==> src/rtl/alu_exec_unit.sv <==
// EX-stage ALU: single-cycle ops are registered one edge after accept, and MUL is a WIDTH-iteration radix-2 Booth multiply.
// No output backpressure: out_valid is a 1-cycle pulse, and in_ready drops for the WIDTH cycles a multiply is in flight.
module alu_exec_unit #(
  parameter int WIDTH = 32
) (
  input  logic             clk,
  input  logic             rst,
  input  logic             flush,
  input  logic             in_valid,
  output logic             in_ready,
  input  logic [3:0]       ALUCnt,
  input  logic [WIDTH-1:0] src_a,
  input  logic [WIDTH-1:0] src_b,
  output logic             out_valid,
  output logic [WIDTH-1:0] result,
  output logic [WIDTH-1:0] result_hi,
  output logic             zero,
  output logic             illegal
);

  localparam int CW = $clog2(WIDTH);
  localparam logic [CW-1:0] LAST = CW'(WIDTH - 1);

  localparam logic [3:0] OP_AND = 4'b0000;
  localparam logic [3:0] OP_OR  = 4'b0001;
  localparam logic [3:0] OP_ADD = 4'b0010;
  localparam logic [3:0] OP_XOR = 4'b0011;
  localparam logic [3:0] OP_SLL = 4'b0100;
  localparam logic [3:0] OP_SRL = 4'b0101;
  localparam logic [3:0] OP_SUB = 4'b0110;
  localparam logic [3:0] OP_SLT = 4'b0111;
  localparam logic [3:0] OP_MUL = 4'b1000;
  localparam logic [3:0] OP_SRA = 4'b1001;
  localparam logic [3:0] OP_NOR = 4'b1100;

  typedef enum logic {ST_IDLE, ST_MUL} state_t;

  state_t state_q, state_d;

  logic [WIDTH:0]   acc;
  logic [WIDTH:0]   m;
  logic [WIDTH-1:0] q;
  logic             q_m1;
  logic [CW-1:0]    cnt;

  logic             accept;
  logic             start_mul;
  logic [CW-1:0]    shamt;
  logic [WIDTH-1:0] sc_res;
  logic             sc_ill;
  logic [WIDTH:0]   booth_sum;
  logic [WIDTH:0]   acc_nxt;
  logic [WIDTH-1:0] q_nxt;

  assign in_ready  = (state_q == ST_IDLE);
  assign accept    = in_valid && in_ready && !flush;
  assign start_mul = accept && (ALUCnt == OP_MUL);
  assign shamt     = src_a[CW-1:0];

  always_comb begin
    sc_res = '0;
    sc_ill = 1'b0;
    case (ALUCnt)
      OP_AND: sc_res = src_a & src_b;
      OP_OR:  sc_res = src_a | src_b;
      OP_ADD: sc_res = src_a + src_b;
      OP_XOR: sc_res = src_a ^ src_b;
      OP_SLL: sc_res = src_b << shamt;
      OP_SRL: sc_res = src_b >> shamt;
      OP_SUB: sc_res = src_a - src_b;
      OP_SLT: sc_res = {{(WIDTH-1){1'b0}}, ($signed(src_a) < $signed(src_b))};
      OP_SRA: sc_res = $unsigned($signed(src_b) >>> shamt);
      OP_NOR: sc_res = ~(src_a | src_b);
      OP_MUL: sc_res = '0;
      default: sc_ill = 1'b1;
    endcase
  end

  // One Booth step: add/subtract M per {Q[0],q_m1}, then arithmetic shift of {acc,Q,q_m1}.
  always_comb begin
    booth_sum = acc;
    case ({q[0], q_m1})
      2'b01:   booth_sum = acc + m;
      2'b10:   booth_sum = acc - m;
      default: booth_sum = acc;
    endcase
    acc_nxt = {booth_sum[WIDTH], booth_sum[WIDTH:1]};
    q_nxt   = {booth_sum[0], q[WIDTH-1:1]};
  end

  always_ff @(posedge clk or posedge rst) begin
    if (rst) state_q <= ST_IDLE;
    else     state_q <= state_d;
  end

  always_comb begin
    state_d = state_q;
    if (flush) begin
      state_d = ST_IDLE;
    end else begin
      case (state_q)
        ST_IDLE: if (start_mul) state_d = ST_MUL;
        ST_MUL:  if (cnt == LAST) state_d = ST_IDLE;
        default: state_d = ST_IDLE;
      endcase
    end
  end

  always_ff @(posedge clk or posedge rst) begin
    if (rst) begin
      out_valid <= 1'b0;
      result    <= '0;
      result_hi <= '0;
      zero      <= 1'b1;
      illegal   <= 1'b0;
      acc       <= '0;
      m         <= '0;
      q         <= '0;
      q_m1      <= 1'b0;
      cnt       <= '0;
    end else begin
      out_valid <= 1'b0;
      if (flush) begin
        cnt <= '0;
      end else if (accept) begin
        if (ALUCnt == OP_MUL) begin
          acc  <= '0;
          q    <= src_b;
          q_m1 <= 1'b0;
          m    <= {src_a[WIDTH-1], src_a};
          cnt  <= '0;
        end else begin
          out_valid <= 1'b1;
          result    <= sc_res;
          result_hi <= '0;
          zero      <= (sc_res == '0);
          illegal   <= sc_ill;
        end
      end else if (state_q == ST_MUL) begin
        acc  <= acc_nxt;
        q    <= q_nxt;
        q_m1 <= q[0];
        cnt  <= cnt + 1'b1;
        // Final iteration: the product is taken from the post-shift registers.
        if (cnt == LAST) begin
          out_valid <= 1'b1;
          result    <= q_nxt;
          result_hi <= acc_nxt[WIDTH-1:0];
          zero      <= (q_nxt == '0);
          illegal   <= 1'b0;
        end
      end
    end
  end

endmodule

==> config.mk <==
export PLATFORM = sky130hd
export DESIGN_NAME = alu_exec_unit
export DESIGN_NICKNAME = d
export VERILOG_FILES = /design/src/rtl/alu_exec_unit.sv
export SDC_FILE = /design/constraint.sdc
export NUM_CORES = 1
export LEC_CHECK = 0
export ABC_CLOCK_PERIOD_IN_PS = 6700
export CELL_PAD_IN_SITES_DETAIL_PLACEMENT = 1
export CELL_PAD_IN_SITES_GLOBAL_PLACEMENT = 1
export CORE_MARGIN = 1.5
export CORE_UTILIZATION = 40
export CTS_CLUSTER_SIZE = 30
export DETAILED_ROUTE_END_ITERATION = 12
export PLACE_DENSITY = 0.8
export SETUP_SLACK_MARGIN = 0.1
export SLEW_MARGIN = 30
export SYNTH_ARGS = -nofsm -noshare
export SYNTH_HDL_FRONTEND = slang
export SYNTH_SLANG_ARGS = --single-unit
==> constraint.sdc <==
create_clock -name clk -period 6.7 [get_ports clk]
set_input_delay 1.34 -clock clk [delete_from_list [all_inputs] [get_ports clk]]
set_output_delay 1.34 -clock clk [all_outputs]
set_load 0.02 [all_outputs]
==> impl_metrics.tcl <==
set metrics [dict create \
    outcome "completed" \
    pre_cts_ws_ns 0.3250 \
    synth_area_leader_cell "dfrtp_1" \
    power_frac_seq_pct 24.3 \
    power.leakage_nw 9.662 \
    worstMarginPinSlew_ns 1.188 \
    hold_viol 0 \
    grt_pass1_wl_mm 161.2 \
    use_met3_pct 7.762 \
    grt_max_degree 97 \
    dp_hpwl_mm 87.96 \
    yosysMostFrequentCell "nand2_1" \
    tns_ns 0 \
    synth-edff-count 0 \
    post-route-period-util_pct 91.21 \
    slowest_delay_ns 1.04 \
    cts_setup_buffers 0 \
    vias 23240 \
    core_area_um2 49050 \
    setup_ws_ns 0.5887 \
    drtIter0Drc 2637 \
    start_util_pct 40.64 \
    rrSetupSlack_ns 1.01 \
    p_per_area_nw_per_um2 290.6 \
    drt-total-wl_mm 111.7 \
    busiest_layer "met2" \
    p_int_mw 3.382 \
    critPathArrivalTime_ns 6.53 \
    finish.utilization_pct 47.15 \
    clk_path_buf_depth 2 \
    clk_pin_slew_ns 0.09 \
    worstPathCellList "clkdlybuf4s50_1, inv_1, ha_1, and3_1, and2_1, a221o_1, or2_2, o21ai_1, buf_4, o211ai_1, a32o_1, a22oi_1, nand2_1, nor4_1, nand4b_1, o31ai_2" \
    slew_viol_final 0 \
    synth_cells 2648 \
    ant_nets 0 \
    pwr-share-clk_pct 15.4 \
    grt_pass1_vias 23297 \
    combPwrFrac_pct 60.4 \
    clk_latency_ns 0.50 \
    synth_common_cells "394 x nand2_1, 234 x nor2_1, 233 x o21ai_0" \
    die-area_um2 51190 \
    grtUsageMet2_pct 68.29 \
    die_w_um 226.3 \
    critPathSlowestCell "clkdlybuf4s50_1" \
    cts_buffers 17 \
    cp.required_ns 7.12 \
    io_pins 140 \
    timing.fmax_ghz 0.1636 \
    hp-class "reg2reg" \
    grt-ovfl-total 0 \
    critPathTopFamily "compound AO/OA/AOI/OAI gates" \
    ys_seq_area_share_pct 21.34 \
    cts_hold_buffers 0 \
    synth_nets 2858 \
    post_drt_wl_per_cell_um 32.63 \
    cts_sinks 170 \
    drcViolationCount 0 \
    synth_warnings 0 \
    rows 81 \
    vdd_drop_max_mv 0.2023 \
    grtUsageMet1_pct 51.43 \
    synthArstFlopShare_pct 100.0 \
    layout-drive-gt1-share_pct 11.43 \
    finalPower_mw 6.721 \
    p_sw_mw 3.340 \
    die_h_um 226.3 \
    fill_cells 6079 \
    gp_congestion 1.097 \
    htreeDepth 4 \
    yosys-top-cells-area "dfrtp_1 21%, ha_1 8.5%, nand2_1 7.4%, mux4_2 6.0%, o21ai_0 5.8%" \
    nets 2954 \
    firstDrtPassIters 5 \
    synth_top_area_share_pct 21.21 \
    cts.repair.resized 0 \
    clockRootBuffer "clkbuf_16" \
    cp_num_buf_inv 3 \
    fin_skew_ns 0.02313 \
    synth-seq-cells 170 \
    port_buffers 139 \
    avgSynthCellArea_um2 7.529 \
    p_sw_share_pct 49.68 \
    post-route-min-period_ns 6.111 \
    cp_max_fo 13 \
    ys.flop_type "dfrtp_1" \
    drv_cap 0 \
    antenna_found_initial 5 \
    synth_cell_types 89 \
    area_growth_pct 16.02 \
    relSlewSlack_pct 19.99 \
    dp.cells 3389 \
    rsz0062_at_grt "false" \
    grt.total_usage_pct 43.53 \
    tritoncts "yes" \
    endpoint_kind "register" \
    drt-vias-per-instance 6.787 \
    setup_violations 0 \
    syn_area_um2 19940 \
    final_cells 3424 \
    startpoint_type "input pin" \
    crit_type "in2reg" \
]
==> worst register-to-register path, cell delays in order (launching register included) <==
cell and delay, ns:
dfrtp_1 0.44, inv_1 0.09, ha_1 0.19, nor3b_1 0.31, and2_1 0.39, nor3b_1 0.68
nor4b_2 0.75, nor2_1 0.14, xnor2_1 0.17, ha_1 0.35, a21oi_1 0.20, o21bai_1 0.08
a21oi_1 0.37, nor2_1 0.12, a21oi_1 0.16, o31ai_1 0.18, nor4_1 0.37, a311o_1 0.20
nor2_1 0.08, o21ai_0 0.23, a21o_1 0.15
==> routing by layer <==
layer | vias up | routed length, um
met1 | 11642 | 42200
li1 | 9877 | -
met4 | 4 | 11270
met2 | 1288 | 49600
met5 | - | 33
met3 | 429 | 8632
==> area by class of cell <==
type / count / area, um2 / area share, %
multi-input cells: 2142 / 14410 / 62.29
flip-flops and latches: 170 / 4255 / 18.40
repair buffers: 286 / 2545 / 11.00
well taps: 664 / 830.8 / 3.592
inverters: 127 / 481.7 / 2.083
clock buffers: 17 / 425.4 / 1.839
clock inverters: 15 / 176.4 / 0.7627
diodes: 3 / 7.507 / 0.03246
==> kinds of logic after synthesis <==
group / share of synthesized area (%)
muxes: 10.68
buffers and inverters: 6.816
xor gates and xnor gates: 2.987
DFF: 21.34
and+or+nand+nor: 21.78
adders and majority gates: 8.774
AOI/OAI and AO/OA: 27.62
==> placed cells by master (no fill, tap or decap), types with 16 or more instances in the layout <==
master           Yosys  layout
nand2b_1            32      32
o31ai_1             20      20
nor4_1              31      31
mux2_2              28      28
clkbuf_16            0      17
and3_1              21      21
a21oi_1            166     166
a211oi_1            46      46
nor2b_1             29      28
inv_1              125     124
mux4_2              53      53
and2_1              18      17
o22ai_1             24      24
nor3_1              51      51
o221ai_1            16      16
dfrtp_1            169     169
o21ai_0            233     233
a21o_1              28      27
a22oi_1             42      42
clkdlybuf4s50_1      0     135
o21a_1              19      19
xnor2_1             55      55
a31oi_1             51      51
nand2_1            394     392
nand3_1             45      45
nand4_1             23      23
a221oi_1            17      17
o211ai_1            35      35
nor2_1             234     231
buf_4                9     143
ha_1               135     134
mux2i_1             62      62
a2111oi_0           19      18
==> path summary, 6_finish.rpt <==
check / start / end / cells after the start
worst max-delay path: src_b[17] / zero / 16
worst min-delay path: result_hi[21] / result_hi[21] / 2
worst max register to register: m[0] / acc[31] / 20
worst min register to register: result_hi[21] / result_hi[21] / 2
max in group asynchronous: rst / result[29] / 3
min in group asynchronous: rst / result_hi[2] / 2
==> power groups by stage <==
stage / Sequential, mW / Combinational, mW / Clock (mW)
finish: 1.63 / 4.06 / 1.03
global route: 1.67 / 4.38 / 1.08
CTS: 1.63 / 4.00 / 1.05
detailed placement: 1.64 / 3.96 / 0
global placement: 1.62 / 3.79 / 0
floorplan: 1.71 / 2.40 / 0
==> metrics by stage <==
step | cell area, um2 | hold WS [ns]
after floorplan | 19940 | 0.4498
after global placement | 22490 | 0.4585
after detailed placement | 22520 | 0.4695
after CTS | 23120 | 0.4871
after global routing | 23120 | 0.5202
final | 23130 | 0.4817
==> registers in the layout (all words and copies together) (netlist names) <==
signal,flops
cnt,5
zero,1
result_hi,32
q,32
acc,32
m,32
illegal,1
out_valid,1
result,32
state_q,1
q_m1,1
Note: power is estimated with default switching activity, not from simulation.
==> RTL change 1: new RTL, same settings <==
Set the parameter `WIDTH` to 16 (it was 32).
--- a/src/rtl/alu_exec_unit.sv
+++ b/src/rtl/alu_exec_unit.sv
@@ -1,7 +1,7 @@
 // EX-stage ALU: single-cycle ops are registered one edge after accept, and MUL is a WIDTH-iteration radix-2 Booth multiply.
 // No output backpressure: out_valid is a 1-cycle pulse, and in_ready drops for the WIDTH cycles a multiply is in flight.
 module alu_exec_unit #(
-  parameter int WIDTH = 32
+  parameter int WIDTH = 16
 ) (
   input  logic             clk,
   input  logic             rst,
Interface: changed (resized result, result_hi, src_a and src_b); port bits go from 140 to 76. No check against the original RTL was run, so the function may have changed too.
==> RTL change 1 against the original RTL <==
- area after synthesis down 54%
- non-clock buffer count down 178
- largest cell class unchanged
- largest power group unchanged
- via count down 59%
- worst hold slack worse by 4.1 ps
- worst setup slack better by 500 ps
- combinational power down 67%
- sequential cell count down 81
- die area down 53%
- cell count down 56%
- power down 61%
- final area down 55%
- global-route usage down 13 points
- critical path type unchanged
- wire length down 68%
==> RTL change 1: results (changes against the original RTL) <==
- Synth top cells by count: 155 x nand2_1, 106 x o21ai_0, 97 x nor2_1
- Placer congestion estimate: 1.028 (-6.3%)
- Crit. Startpoint: src_a[2]
- CP top delay family: compound AO/OA/AOI/OAI gates
- Status: complete, no violations
- Register area share after synthesis: 24.19% (+2.8 points)
- Worst path max stage delay: 910 ps (-130 ps)
- Critical Path AT: 5910 ps (-620 ps)
- Most area-consuming cells after synthesis: dfrtp_1 24%, ha_1 9.4%, nand2_1 6.3%
- Worst Setup EP: zero$_DFFE_PP1P_
- Place WS: 924.3 ps (+599.3 ps)
- Die W: 154.8 um (-32%)
- Finished Layout Cells: 1490 (-56%)
- Relative slew slack: 35.25% (+15 points)
- Clock buffer depth: 2 (unchanged)
- Port Buf Inserts: 75 (-46%)
- H-tree levels: 3 (-1)
- FF-to-FF Start: q[0]$_DFFE_PP0P_
- Ant. Diodes: 0 (-3)
- Drt total wl: 36.26 mm (-68%)
- Sequential share of power: 29.6% (+5.3 points)
- Share of cells above drive strength 1: 9.378% (-2.0 points)
- GRT met3 Usage: 4.539% (-3.2 points)
- Initial antenna violation count: 0 (-5)
- FF-to-FF End: result_hi[15]$_DFFE_PP0P_
- Skew-Pair Late Insertion Delay: 350 ps (-150 ps)
- Final #Nets: 1312 (-56%)
- Worst hold path type: reg -> reg
- Layout Skew: 11.21 ps (-11.92 ps)
- Combinational Power: 1.33 mW (-67%)
- Worst r2r path cells: 13 (-35%)
- Hold_ws: 477.6 ps (-4.127 ps)
- Grt met2 use: 52.60% (-16 points)
- Worst setup margin: 1087 ps (+498.7 ps)
- CTS clk-pin slew, worst paths: 70 ps (-20 ps)
- Hold path cells: 2 (unchanged)
- Total power: 2.597 mW (-61%)
- First-pass GRT wire length: 55.84 mm (-65%)
- Pleak: 4.428 nW (-54%)
- Switch Pwr: 1.116 mW (-67%)
- Vias: 9466 (-59%)
- Final Cell Area: 10500 um2 (-55%)
- Worst Hold Endpoint: result_hi[3]$_DFFE_PP0P_
- CTS buffer count: 9 (-8)
- Distinct cells, synth: 87 (-2.2%)
- R2r setup slk: 2540 ps (+1530 ps)
- Post-DP Area: 10200 um2 (-55%)
- YS warnings: 0 (unchanged)
- Post-Syn Instances: 1161 (-56%)
- Fill count: 2747 (-55%)
- Hold path start: result_hi[3]$_DFFE_PP0P_
- CP max FO: 16 (+3)
- Met1 Use GR: 37.23% (-14 points)
- Largest net degree at the start of global routing: 74 (-24%)
- Iter 0 DRT Violations: 633 (-76%)
- Max VDD drop: 0.0001219 V (-40%)
- All-Layer GR Usage: 30.57% (-13 points)
- Post-detail-place hpwl: 28.09 mm (-68%)
RTL change 1: cell type report:
type | instances | share of cell area, %
multi-input combinational | 932 | 61.02
clock inverter | 4 | 0.3217
clock buffer | 12 | 2.442
timing repair buffer | 108 | 9.447
sequential | 89 | 21.22
tap | 285 | 3.395
inverter | 60 | 2.156
RTL change 1: logic make-up (layout without fill, tap and decap cells):
logic type               count (synthesis)  after routing  synth area share (%)
AND/OR/NAND/NOR                        416            416                 21.62
multiplexers                            49             49                 9.127
AO/OA/AOI/OAI                          367            367                 25.90
flip-flops                              89             89                 24.19
XOR/XNOR                                28             28                 2.662
buffers and inverters                  140            184                 6.478
adder cells (fa/ha/maj)                 72             72                 10.02
RTL change 1: routing by layer:
layer  vias to the layer above  wire, um
met5                         -         0
met4                         0      1921
met3                       100      2095
met2                       337     17540
met1                      4683     14700
li1                       4346         -
==> RTL change 2: new RTL, same flow settings <==
Without the edit above. Remove the case item `OP_SRL` of the case on `ALUCnt`.
--- a/src/rtl/alu_exec_unit.sv
+++ b/src/rtl/alu_exec_unit.sv
@@ -66,7 +66,6 @@
       OP_ADD: sc_res = src_a + src_b;
       OP_XOR: sc_res = src_a ^ src_b;
       OP_SLL: sc_res = src_b << shamt;
-      OP_SRL: sc_res = src_b >> shamt;
       OP_SUB: sc_res = src_a - src_b;
       OP_SLT: sc_res = {{(WIDTH-1){1'b0}}, ($signed(src_a) < $signed(src_b))};
       OP_SRA: sc_res = $unsigned($signed(src_b) >>> shamt);
Check against the original RTL: not equivalent (a bounded check fails within 4 cycles, from zero or initial values and one cycle with rst high).
==> RTL change 2 against the original RTL <==
- first-iteration DRC count fell by 25%
- largest cell class unchanged
- sequential cell count stayed put
- power down 3.8%
- area after synthesis shrank 2.6%
- critical path type unchanged
- fmax down 4.4%
- worst setup slack got worse by 280 ps
- register-to-register slack got worse by 110 ps
- critical endpoint unchanged
- sequential power hardly changed
- wire length is 8.2% lower
- final area shrank 1.6%
==> RTL change 2: results (changes against the original RTL) <==
- Post-detail-place hpwl: 80.17 mm (-8.9%)
- Drt total wl: 102.5 mm (-8.2%)
- Ant. Diodes: 1 (-2)
- Initial antenna violation count: 1 (-4)
- Crit. Startpoint: src_b[3]
- CLK BUF: 18 (+1)
- Post-Syn Instances: 2540 (-4.1%)
- CTS clk-pin slew, worst paths: 70 ps (-20 ps)
- DP Cell Count: 3268 (-3.6%)
- Adder-cell area share of the yosys netlist: 9.012% (+0.24 points)
- Share of cells above drive strength 1: 12.18% (+0.75 points)
- Fill count: 5814 (-4.4%)
- Seq area share: 18.70% (+0.30 points)
- Status: complete, no violations
- ClkCell Share: 2.633% (+0.031 points)
- Hold path start: result_hi[12]$_DFFE_PP0P_
- R2r setup slk: 900 ps (-110 ps)
- All-Layer GR Usage: 40.87% (-2.7 points)
- Post-DP Area: 22150 um2 (-1.7%)
- Placer congestion estimate: 1.096 (-0.15%)
- Least-Margin Pin Slew: 1057 ps (-130.4 ps)
- Signal buf overhead: 12.12% (+1.1 points)
- Distinct cells, synth: 95 (+6.7%)
- Slowest CP cell: o21ai_0
- Invs w/o clock: 115 (-9.4%)
- Hold_ws: 473.2 ps (-8.513 ps)
- Switch Pwr: 3.131 mW (-6.2%)
- Synth Area in Compound Gates: 27.99% (+0.37 points)
- Comb_multi_in: 2057 (-4.0%)
- Avg Vias per Cell: 6.646 (-2.1%)
- Worst r2r path cells: 19 (-5.0%)
- Register area share after synthesis: 21.92% (+0.58 points)
- Largest net degree at the start of global routing: 85 (-12%)
- PD cells: 284.2 nW/um2 (-2.2%)
- Comb pwr share: 58.3% (-2.1 points)
- Iter 0 DRT Violations: 1973 (-25%)
- Pleak: 9.849 nW (+1.9%)
- First-pass GRT wire length: 150.5 mm (-6.6%)
- Worst Hold Endpoint: result_hi[12]$_DFFE_PP0P_
- Footprint of the multi-input gates: 13940 um2 (-3.2%)
- FF-to-FF End: result_hi[29]$_DFFE_PP0P_
- Final #Nets: 2882 (-2.4%)
- Layout Skew: 14.34 ps (-8.793 ps)
- Area share of xor/xnor cells in the synthesized design: 2.933% (-0.054 points)
- Most area-consuming cells after synthesis: dfrtp_1 22%, ha_1 8.7%, nand2_1 7.2%
- Core Region: 47850 um2 (-2.5%)
- Area growth syn-to-layout: 17.27%
- Mux cell area share after synthesis: 11.03% (+0.35 points)
- Post-DR wirelength/cell: 31.06 um (-4.8%)
- Worst path max stage delay: 760 ps (-280 ps)
- Plain + repair buffers: 311 (+8.7%)
- Place WS: -191.4 ps (-516.4 ps)
- Mapped Nets: 2750 (-3.8%)
- Synth top cells by count: 372 x nand2_1, 224 x nor2_1, 222 x o21ai_0
- CP max FO: 10 (-3)
- Critical Path AT: 6820 ps (+290 ps)
-- RTL change 2: changes by cell type after synthesis, sizes merged, moves of 12 or more --
| cell | delta |
|---|---|
| a22oi | +18 |
| a211oi | -14 |
| mux4 | -15 |
| nand2 | -22 |
| mux2i | +16 |
| buf | -22 |
| and3 | -12 |
| inv | -13 |
| a221o | +16 |
| mux2 | +13 |
-- RTL change 2: cells by family after synthesis --
| family | Yosys count |
|---|---|
| AND/OR/NAND/NOR | 877 |
| AO/OA/AOI/OAI | 820 |
| buffers and inverters | 313 |
| flip-flops | 170 |
| multiplexers | 157 |
| adder cells (fa/ha/maj) | 138 |
| XOR/XNOR | 65 |
-- RTL change 2: metal layers --
metal  global-route usage, %  wire length [um]  vias to the layer above  part of all wire (%)
met3                   5.637              5815                      262                   5.7
met5                       0                12                        -                 0.012
met2                   67.65             48010                      952                    47
met4                   26.59              7386                        2                   7.2
met1                   49.88             41310                    11158                    40
li1                        -                 -                     9566                     -
